<file path="src/rtl/mux_scan_ctrl_if.sv">
// mux_scan_ctrl_if: signal bundle between the scan controller and the 4:1 select tree / host.
//   start - request one scan of all four channels
//   cont  - continuous mode, sampled only when a scan completes
//   mux_f - final output of the downstream 4:1 select tree
//   sel   - select lines; sel[0] picks within a pair, sel[1] picks the pair
//   data  - captured word, data[k] is the sample of channel k
//   busy  - scan in progress
//   done  - one-cycle pulse when data holds a freshly completed scan
// master: the controller side; slave: the host / tree side.
interface mux_scan_ctrl_if;
    logic       start;
    logic       cont;
    logic       mux_f;
    logic [0:1] sel;
    logic [0:3] data;
    logic       busy;
    logic       done;

    modport master (
        input  start,
        input  cont,
        input  mux_f,
        output sel,
        output data,
        output busy,
        output done
    );

    modport slave (
        output start,
        output cont,
        output mux_f,
        input  sel,
        input  data,
        input  busy,
        input  done
    );
endinterface

</file>
<file path="src/rtl/mux_scan_ctrl.sv">
// mux_scan_ctrl: steps a 4:1 select tree through channels 0..3, dwelling SETTLE_CYCLES+1 cycles
// on each and capturing mux_f into data[k] on the last dwell cycle.
//   clk   - single clock, all state updates on its rising edge
//   rst_n - synchronous active-low reset
//   bus   - mux_scan_ctrl_if.master (start, cont, mux_f in; sel, data, busy, done out)
// All outputs come straight from flops.
module mux_scan_ctrl #(
    parameter int unsigned SETTLE_CYCLES = 2
) (
    input logic            clk,
    input logic            rst_n,
    mux_scan_ctrl_if.master bus
);

    // At least one bit even when SETTLE_CYCLES is 0.
    localparam int unsigned CntW = (SETTLE_CYCLES > 0) ? $clog2(SETTLE_CYCLES + 1) : 1;
    localparam logic [CntW-1:0] CntMax = CntW'(SETTLE_CYCLES);

    typedef enum logic [1:0] {
        StIdle,
        StDwell,
        StDone
    } state_e;

    state_e          state_q, state_d;
    logic [1:0]      k_q, k_d;
    logic [CntW-1:0] cnt_q, cnt_d;
    logic [0:3]      data_q, data_d;
    logic            busy_q, busy_d;
    logic            done_q, done_d;

    always_comb begin
        state_d = state_q;
        k_d     = k_q;
        cnt_d   = cnt_q;
        data_d  = data_q;
        busy_d  = 1'b0;
        done_d  = 1'b0;

        unique case (state_q)
            StIdle: begin
                k_d   = 2'd0;
                cnt_d = '0;
                if (bus.start) begin
                    state_d = StDwell;
                    busy_d  = 1'b1;
                end
            end

            StDwell: begin
                busy_d = 1'b1;
                if (cnt_q == CntMax) begin
                    // Closing edge of this channel's dwell: capture and move on.
                    data_d[k_q] = bus.mux_f;
                    cnt_d       = '0;
                    if (k_q == 2'd3) begin
                        state_d = StDone;
                        k_d     = 2'd0;
                        busy_d  = 1'b0;
                        done_d  = 1'b1;
                    end else begin
                        k_d = k_q + 2'd1;
                    end
                end else begin
                    cnt_d = cnt_q + CntW'(1);
                end
            end

            StDone: begin
                k_d   = 2'd0;
                cnt_d = '0;
                // start is deliberately ignored here; only cont can chain a new scan.
                if (bus.cont) begin
                    state_d = StDwell;
                    busy_d  = 1'b1;
                end else begin
                    state_d = StIdle;
                end
            end

            default: begin
                state_d = StIdle;
                k_d     = 2'd0;
                cnt_d   = '0;
            end
        endcase
    end

    always_ff @(posedge clk) begin
        if (!rst_n) begin
            state_q <= StIdle;
            k_q     <= 2'd0;
            cnt_q   <= '0;
            data_q  <= 4'b0000;
            busy_q  <= 1'b0;
            done_q  <= 1'b0;
        end else begin
            state_q <= state_d;
            k_q     <= k_d;
            cnt_q   <= cnt_d;
            data_q  <= data_d;
            busy_q  <= busy_d;
            done_q  <= done_d;
        end
    end

    // Channel index k = 2*sel[1] + sel[0].
    assign bus.sel[0] = k_q[0];
    assign bus.sel[1] = k_q[1];
    assign bus.data   = data_q;
    assign bus.busy   = busy_q;
    assign bus.done   = done_q;

endmodule

</file>
<file path="src/flat_wrapper.sv">
// flat-port wrapper written by rule: the top's interface ports become plain ports
module mux_scan_ctrl_flat 
#(
    parameter int unsigned SETTLE_CYCLES = 2
)
  (clk, rst_n, bus_start, bus_cont, bus_mux_f, bus_sel, bus_data, bus_busy, bus_done);
  mux_scan_ctrl_if bus_i ();
  input logic clk;
  input logic rst_n;
  input wire logic [$bits(bus_i.start)-1:0] bus_start;
  input wire logic [$bits(bus_i.cont)-1:0] bus_cont;
  input wire logic [$bits(bus_i.mux_f)-1:0] bus_mux_f;
  output wire logic [$bits(bus_i.sel)-1:0] bus_sel;
  output wire logic [$bits(bus_i.data)-1:0] bus_data;
  output wire logic [$bits(bus_i.busy)-1:0] bus_busy;
  output wire logic [$bits(bus_i.done)-1:0] bus_done;
  assign bus_i.start = bus_start;
  assign bus_i.cont = bus_cont;
  assign bus_i.mux_f = bus_mux_f;
  assign bus_sel = bus_i.sel;
  assign bus_data = bus_i.data;
  assign bus_busy = bus_i.busy;
  assign bus_done = bus_i.done;
  mux_scan_ctrl #(.SETTLE_CYCLES(SETTLE_CYCLES)) u_core (.clk(clk), .rst_n(rst_n), .bus(bus_i));
endmodule
</file>
<file path="config.mk">
export PLATFORM = sky130hd
export DESIGN_NAME = mux_scan_ctrl_flat
export DESIGN_NICKNAME = d
export VERILOG_FILES = /design/src/rtl/mux_scan_ctrl_if.sv /design/src/rtl/mux_scan_ctrl.sv /design/src/flat_wrapper.sv
export SDC_FILE = /design/constraint.sdc
export NUM_CORES = 1
export LEC_CHECK = 0
export CORE_AREA = 2 2 39 41
export DETAILED_ROUTE_END_ITERATION = 10
export DIE_AREA = 0 0 41 43
export DONT_BUFFER_PORTS = 1
export SETUP_SLACK_MARGIN = 0.3
export SKIP_CTS_REPAIR_TIMING = 1
export SYNTH_ARGS = -nofsm -noshare
export SYNTH_HDL_FRONTEND = slang
export SYNTH_SLANG_ARGS = --single-unit
</file>
<file path="constraint.sdc">
create_clock -name clk -period 1.3 [get_ports clk]
set_input_delay 0.13 -clock clk [delete_from_list [all_inputs] [get_ports clk]]
set_output_delay 0.13 -clock clk [all_outputs]
set_load 0.05 [all_outputs]
</file>
Word level (Yosys, flattened, before mapping)
Cells that the tools add are included.
- flip-flop bits (word level): 12
- output and inout bits: 8
- logic and storage cells: 42
- eq/ne operators: 7
- reductions and logical operators: 7
- add/sub/neg operators: 2
- order comparisons: 2
- bitwise logic cells: 3
- multiplexer cells: 15
- operators by type and width (cell ; number):
    $mux 2 ; 4
    $mux 1 ; 7
    $eq 2x2->1 const B ; 3
    $pmux 2 s3 ; 1
    $reduce_and 3->1 ; 2
    $add 2x1->2 const B ; 2
    $bwmux 4 ; 1
    $ne 2x1->1 const B ; 2
    $reduce_and 2->1 ; 2
    $ge 3x3->1 const B ; 1
    $lt 3x1->1 const B ; 1
    $not 2->3 ; 1
    $pmux 1 s3 ; 1
    $reduce_or 3->1 ; 1
    $demux 1 s2 ; 1
    $eq 2x1->1 const B ; 1
    $logic_not 2->1 ; 1
    $ne 2x2->1 const B ; 1
    $not 1->1 ; 2
    $logic_and 1x1->1 ; 1

Logic depth before layout (Yosys ltp)
Gate-level depths: netlist of run 1.
- word-level depth: 6
- gate-level depth with buffers: 4
- depth with buffers taken out: 4

Worst setup path before layout of run 1
OpenSTA, ideal clock, no wires.
- path type: register -> register
- start: reg u_core.k_q[1]
- end: reg u_core.k_q[1]
- data required time: 1.178 ns
- arrival time: 1.256 ns
- period minus slack after synthesis: 1.378 ns
- setup time: 0.122 ns
- setup slack: -0.078 ns
- cell stages (with the launch flop): 5
- path through: dfxtp_1 -> inv_1 -> ha_1 -> mux2i_1 -> nor2_1
- word-level cells in the longest chain between the ends: 2
- elaborated cells between the ends (all ways): 3
- RTL lines (element ; RTL line ; source):
    from (decl) ; mux_scan_ctrl.sv:26 ; logic [1:0] k_q, k_d;
    from (signal assigned) ; mux_scan_ctrl.sv:99 ; k_q <= k_d;
    $add 2x1->2 / $eq 2x2->1 (equally long branches) ; mux_scan_ctrl.sv:62, mux_scan_ctrl.sv:56 ;
    $mux 2 * ; mux_scan_ctrl.sv:56 ; if (k_q == 2'd3) begin
Mark *: on every way between the ends. The rest lies on a longest branch, timed or not.
A chain may end at the register's enable or synchronous reset.

Worst setup path in the final report of run 1
- start: reg u_core.k_q[0]
- end: reg u_core.k_q[0]
The elaborated chain is that of the path after synthesis.

==> results.json, run 1 <==
{
  "tritoncts": "built",
  "cp.arrival_ns": 1.36,
  "grtUsageMet1_pct": 17.6,
  "finalMaxSlewViolations": 0,
  "r2r_slack_ns": 0.13,
  "numClockSinks": 12,
  "p_leak_uw": 0.000264,
  "cp-end-kind": "register",
  "place_inst": 73,
  "syn2layout_area_growth_pct": 25.7,
  "drt_iter0_drc": 16,
  "hp-class": "in2reg",
  "cellPowerDensity_mw_per_mm2": 948,
  "grt.busiest_layer": "met1",
  "first_pass_iters": 4,
  "grt_first_pass_wirelength_um": 1480,
  "layoutNonFillerInstCount": 76,
  "grt_max_degree": 9,
  "grt_use_met3_pct": 7.33,
  "vias": 398,
  "synth_top_cell_by_area": "dfxtp_1",
  "io_pins": 13,
  "synth_cells": 53,
  "core_mm2": 0.00138,
  "io_buffers": 0,
  "synthesis.nets": 64,
  "synth.most_common_cell": "dfxtp_1",
  "avgSynthCellArea_um2": 10.3,
  "grt.total_usage_pct": 13.1,
  "min_to": "u_core.bus.data[1]",
  "r2r-start": "u_core.k_q[0]",
  "die_x_um": 41,
  "yosysWarnings": 0,
  "fmax_mhz": 853,
  "drc": 0,
  "synthDistinctLibCells": 15,
  "period_share_pct": 90.2,
  "clockBufferDepth": 2,
  "rsz0062_at_grt": "true",
  "hold_path_depth": 2,
  "wirelength_um": 932,
  "antenna_left": 0,
  "crit_required_ns": 1.49,
  "synth_edf_count": 0,
  "critPathMaxFanout": 6,
  "worst_clock_skew_ns": 0.000666,
  "root_buffer": "clkbuf_4",
  "die_y_um": 43,
  "fin_nets": 73,
  "max-vdd-ir-drop_uv": 443,
  "grt_pass1_vias": 333,
  "viasPerCell": 5.24,
  "reg2reg_to": "u_core.k_q[0]",
  "grt_antenna_before_repair": 0,
  "post_drt_wl_per_cell_um": 12.3,
  "worstSetupStartpointType": "register",
  "dp_hpwl_um": 654,
  "critical_path_class": "reg2reg",
  "drive_gt1_share_pct": 36.7,
  "hold_viol_final": 0,
  "hold_start": "rst_n",
  "netlist_area_um2": 546,
  "synth_seq_cells": 12,
  "clk_latency_ns": 0.26,
  "slew_headroom_pct": 84.4,
  "start_util_pct": 39.4,
  "tightest_slew_ns": 0.227,
  "period_needed_ns": 1.17,
  "synth_top_area_share_pct": 44.0,
  "synth_flop_cell": "dfxtp_1",
  "status": "completed",
  "setup_tns_ns": 0,
  "fillers": 132,
  "met2_usage_pct": 14.7,
  "clk_pin_slew_worst_paths_ns": 0.07,
  "setup_viol": 0,
  "synthArstFlopShare_pct": 0,
  "gp_congestion": 0.671,
  "dieArea_mm2": 0.00176,
  "synthTopCellsByCount": "dfxtp_1, ha_1, mux2i_1, nand2_1",
  "num_rows": 14,
  "h-tree-depth": 1,
  "gr-total-overflow": 0,
  "cts_made_buffers": 3,
  "ff2ff_path_depth": 3,
  "synth.area.top_cells": "dfxtp_1, ha_1, mux2i_1",
  "drv_cap": 0,
  "antennaDiodeCount": 0,
  "seq_area_frac_synth_pct": 44.0
}
[registers in the layout, summed over array words and instances (netlist names)]
name,flops
u_core.bus.data,4
u_core.cnt_q,2
u_core.k_q,2
u_core.state_q,2
u_core.bus.busy,1
u_core.bus.done,1
[cell usage in the layout (no fill, tap or decap), drive strengths merged]
cell type	count
o32ai	2
and2	2
clkbuf	3
a21oi	1
nor3	2
mux2i	6
nor2	2
nor2b	1
nand3b	1
nand4b	4
buf	4
nand2b	3
inv	4
nand2	6
dfxtp	12
ha	6
or3b	1
[metal layers]
metal	vias up	part of all wire [%]
met3	2	6.7
met2	11	42
met5	-	0
li1	202	-
met1	183	49
met4	0	2.0
[worst max-delay path by stage]
stage | start | slack, ns | to | cells after the start
6_report | u_core.k_q[0] | 0.13 | u_core.k_q[0] | 3
5_1_grt | u_core.k_q[0] | 0.1 | u_core.k_q[0] | 3
4_1_cts | u_core.cnt_q[0] | 0.13 | u_core.k_q[0] | 4
3_5_place_dp | u_core.cnt_q[0] | 0.15 | u_core.k_q[0] | 4
3_3_place_gp | u_core.k_q[1] | 0.13 | u_core.k_q[1] | 4
2_1_floorplan | u_core.k_q[1] | 0.19 | u_core.k_q[0] | 3
[critical path: stages (launching register included)]
cell and delay, ns:
dfxtp_4 0.42, ha_4 0.20, or3b_4 0.37, a21oi_2 0.11
[stage by stage]
stage	hold WS [ns]	area, um^2	total power, uW	setup slack, ns	util, %
after detailed placement	0.290	621	438	0.148	44.8
after global routing	0.0201	686	688	0.0964	49.5
after CTS	0.00635	643	656	0.134	46.5
final	0.0129	686	650	0.128	49.5
after floorplan	0.281	571	431	0.190	-
after global placement	0.286	621	437	0.134	44.8
[cell type report]
class | instances | area (um^2) | share of cell area, %
clock buffers | 3 | 22.5 | 3.28
well taps | 16 | 20.0 | 2.92
multi-input cells | 37 | 340 | 49.6
repair buffers | 4 | 30.0 | 4.38
flip-flops and latches | 12 | 255 | 37.2
inverters | 4 | 17.5 | 2.55
[where the power goes]
part,total (uW),internal (uW),switching (uW)
Clock,213,107,106
Sequential,397,374,23.3
Combinational,39.7,18.1,21.6
Total,650,499,151
[kinds of logic after synthesis]
logic type      share of synthesized area, %
simple gates                            23.6
flops                                   44.0
mux                                     11.0
fa+ha+maj                               13.8
buf+inv                                 2.75
compound gates                          4.82
(Power assumes the default switching activity.)
==> inputs of run 2 (changes only) <==
--- a/config.mk
+++ b/config.mk
@@ -5,6 +5,7 @@
 export SDC_FILE = /design/constraint.sdc
 export NUM_CORES = 1
 export LEC_CHECK = 0
+export ABC_AREA = 1
 export CORE_AREA = 2 2 39 41
 export DETAILED_ROUTE_END_ITERATION = 10
 export DIE_AREA = 0 0 41 43
==> run 2 against run 1 <==
The flow now finishes with violations (hold timing). Design area grew 8.2%. Critical path depth up 2. Synthesized cell count up 36%. Clock power rose by 39%. Sequential share of layout area shrank 3.3 points. Cell count grew 29%. Critical path type unchanged. Critical endpoint unchanged.
==> results.json, run 2 <==
{
  "status": "finished with violations",
  "violations": "hold timing",
  "seq_area_frac_synth_pct": 42.0,
  "synthArstFlopShare_pct": 0,
  "synthTopCellsByCount": "nand2_1, nor2_1, dfxtp_1, inv_1, ha_1",
  "period_needed_ns": 1.07,
  "ff2ff_path_depth": 5,
  "viasPerCell": 4.51,
  "gp_congestion": 0.793,
  "tritoncts": "built",
  "gr-total-overflow": 0,
  "drt_iter0_drc": 3,
  "setup_tns_ns": 0,
  "p_leak_uw": 0.000334,
  "clk_latency_ns": 0.27,
  "yosysWarnings": 0,
  "cellPowerDensity_mw_per_mm2": 973,
  "grt_pass1_vias": 394,
  "mostFrequentLayoutCells": "nand2_1, nor2_1, inv_1",
  "die_y_um": 43,
  "synthesis.nets": 83,
  "drc": 0,
  "synth_top_cell_by_area": "dfxtp_1",
  "grt_max_degree": 8,
  "antennaDiodeCount": 0,
  "fmax_mhz": 931,
  "h-tree-depth": 1,
  "first_pass_iters": 2,
  "cp.arrival_ns": 1.25,
  "synth_cells": 72,
  "vias": 442,
  "tightest_slew_ns": 0.257,
  "hold_path_depth": 2,
  "drv_cap": 0,
  "fin_nets": 94,
  "period_share_pct": 82.6,
  "largest_reg_flops": 4,
  "worstSetupStartpointType": "register",
  "antenna_left": 0,
  "setup_viol": 0,
  "dieArea_mm2": 0.00176,
  "synthDistinctLibCells": 15,
  "start_util_pct": 41.3,
  "synth_seq_cells": 12,
  "grt_antenna_before_repair": 0,
  "clk_pin_slew_worst_paths_ns": 0.07,
  "num_rows": 14,
  "synth_edf_count": 0,
  "avgSynthCellArea_um2": 7.94,
  "holdWs_ns": -0.0427,
  "synth.area.top_cells": "dfxtp_1, ha_1, nand2_1",
  "critPathMaxFanout": 5,
  "worst_clock_skew_ns": 0.00116,
  "hold_viol_final": 5,
  "netlist_area_um2": 572,
  "max-vdd-ir-drop_uv": 654,
  "numClockSinks": 12,
  "grt.total_usage_pct": 12.5,
  "root_buffer": "clkbuf_4",
  "post_drt_wl_per_cell_um": 9.67,
  "grt_first_pass_wirelength_um": 1470,
  "drive_gt1_share_pct": 40.2,
  "io_pins": 13,
  "slew_headroom_pct": 82.9,
  "rsz0062_at_grt": "true",
  "final_common_cell": "nand2_1",
  "syn2layout_area_growth_pct": 29.8,
  "clockBufferDepth": 2,
  "crit_required_ns": 1.47,
  "synth_flop_cell": "dfxtp_1",
  "wirelength_um": 948,
  "critical_path_class": "reg2reg",
  "hp-class": "in2reg",
  "dp_hpwl_um": 725,
  "io_buffers": 0,
  "cts_made_buffers": 3,
  "finalMaxSlewViolations": 0,
  "die_x_um": 41,
  "cp-end-kind": "register",
  "synth_top_area_share_pct": 42.0,
  "synth.most_common_cell": "nand2_1",
  "core_mm2": 0.00138
}
[run 2: final cells by class]
class / count / area [um^2]
clock buffers: 4 / 36.3
flip-flops and latches: 12 / 251
inverters: 12 / 47.5
fillers: 126 / 642
repair buffers: 6 / 52.6
well taps: 16 / 20.0
multi-input cells: 48 / 334
[run 2: routing by layer]
| metal | track usage [%] | vias up | part of all wire, % |
|---|---|---|---|
| met5 | 0 | - | 0 |
| met4 | 8.00 | 0 | 2.6 |
| met3 | 3.66 | 2 | 6.3 |
| met2 | 18.4 | 11 | 45 |
| met1 | 15.0 | 191 | 46 |
| li1 | - | 238 | - |
[run 2: path summary, 6_finish.rpt]
path	startpoint	to	slack, ns
max	u_core.k_q[1]	u_core.k_q[0]	0.23
min	rst_n	u_core.bus.busy	-0.04
max reg2reg	u_core.k_q[1]	u_core.k_q[0]	0.23
min reg2reg	u_core.cnt_q[0]	u_core.cnt_q[0]	0.41
[run 2: worst max-delay path: stages, from the launching register on]
cell and delay [ns]:
dfxtp_4 0.48, ha_4 0.19, buf_4 0.10, nor2_1 0.03, a21oi_1 0.12, nor2_1 0.05
[run 2: kinds of logic after synthesis]
family	Yosys count	synth area share, %
AND/OR/NAND/NOR	39	32.4
buffers and inverters	12	7.88
flip-flops	12	42.0
adder cells (fa/ha/maj)	6	13.1
AO/OA/AOI/OAI	2	2.84
multiplexers	1	1.75
[run 2: report_power, final]
part / switching (uW) / internal, uW
clock network: 126 / 170
registers: 15.4 / 372
logic: 23.2 / 15.1
[run 2: stage by stage]
| stage | power, uW | setup WS (ns) | cell area (um^2) | instances | util [%] |
|---|---|---|---|---|---|
| floorplan | 426 | 0.228 | 597 | 72 | - |
| global placement | 433 | 0.195 | 654 | 93 | 47.3 |
| detailed placement | 433 | 0.179 | 654 | 93 | 47.3 |
| CTS | 730 | 0.164 | 691 | 97 | 49.9 |
| global route | 752 | 0.163 | 742 | 98 | 53.6 |
| finish | 722 | 0.226 | 742 | 98 | 53.6 |
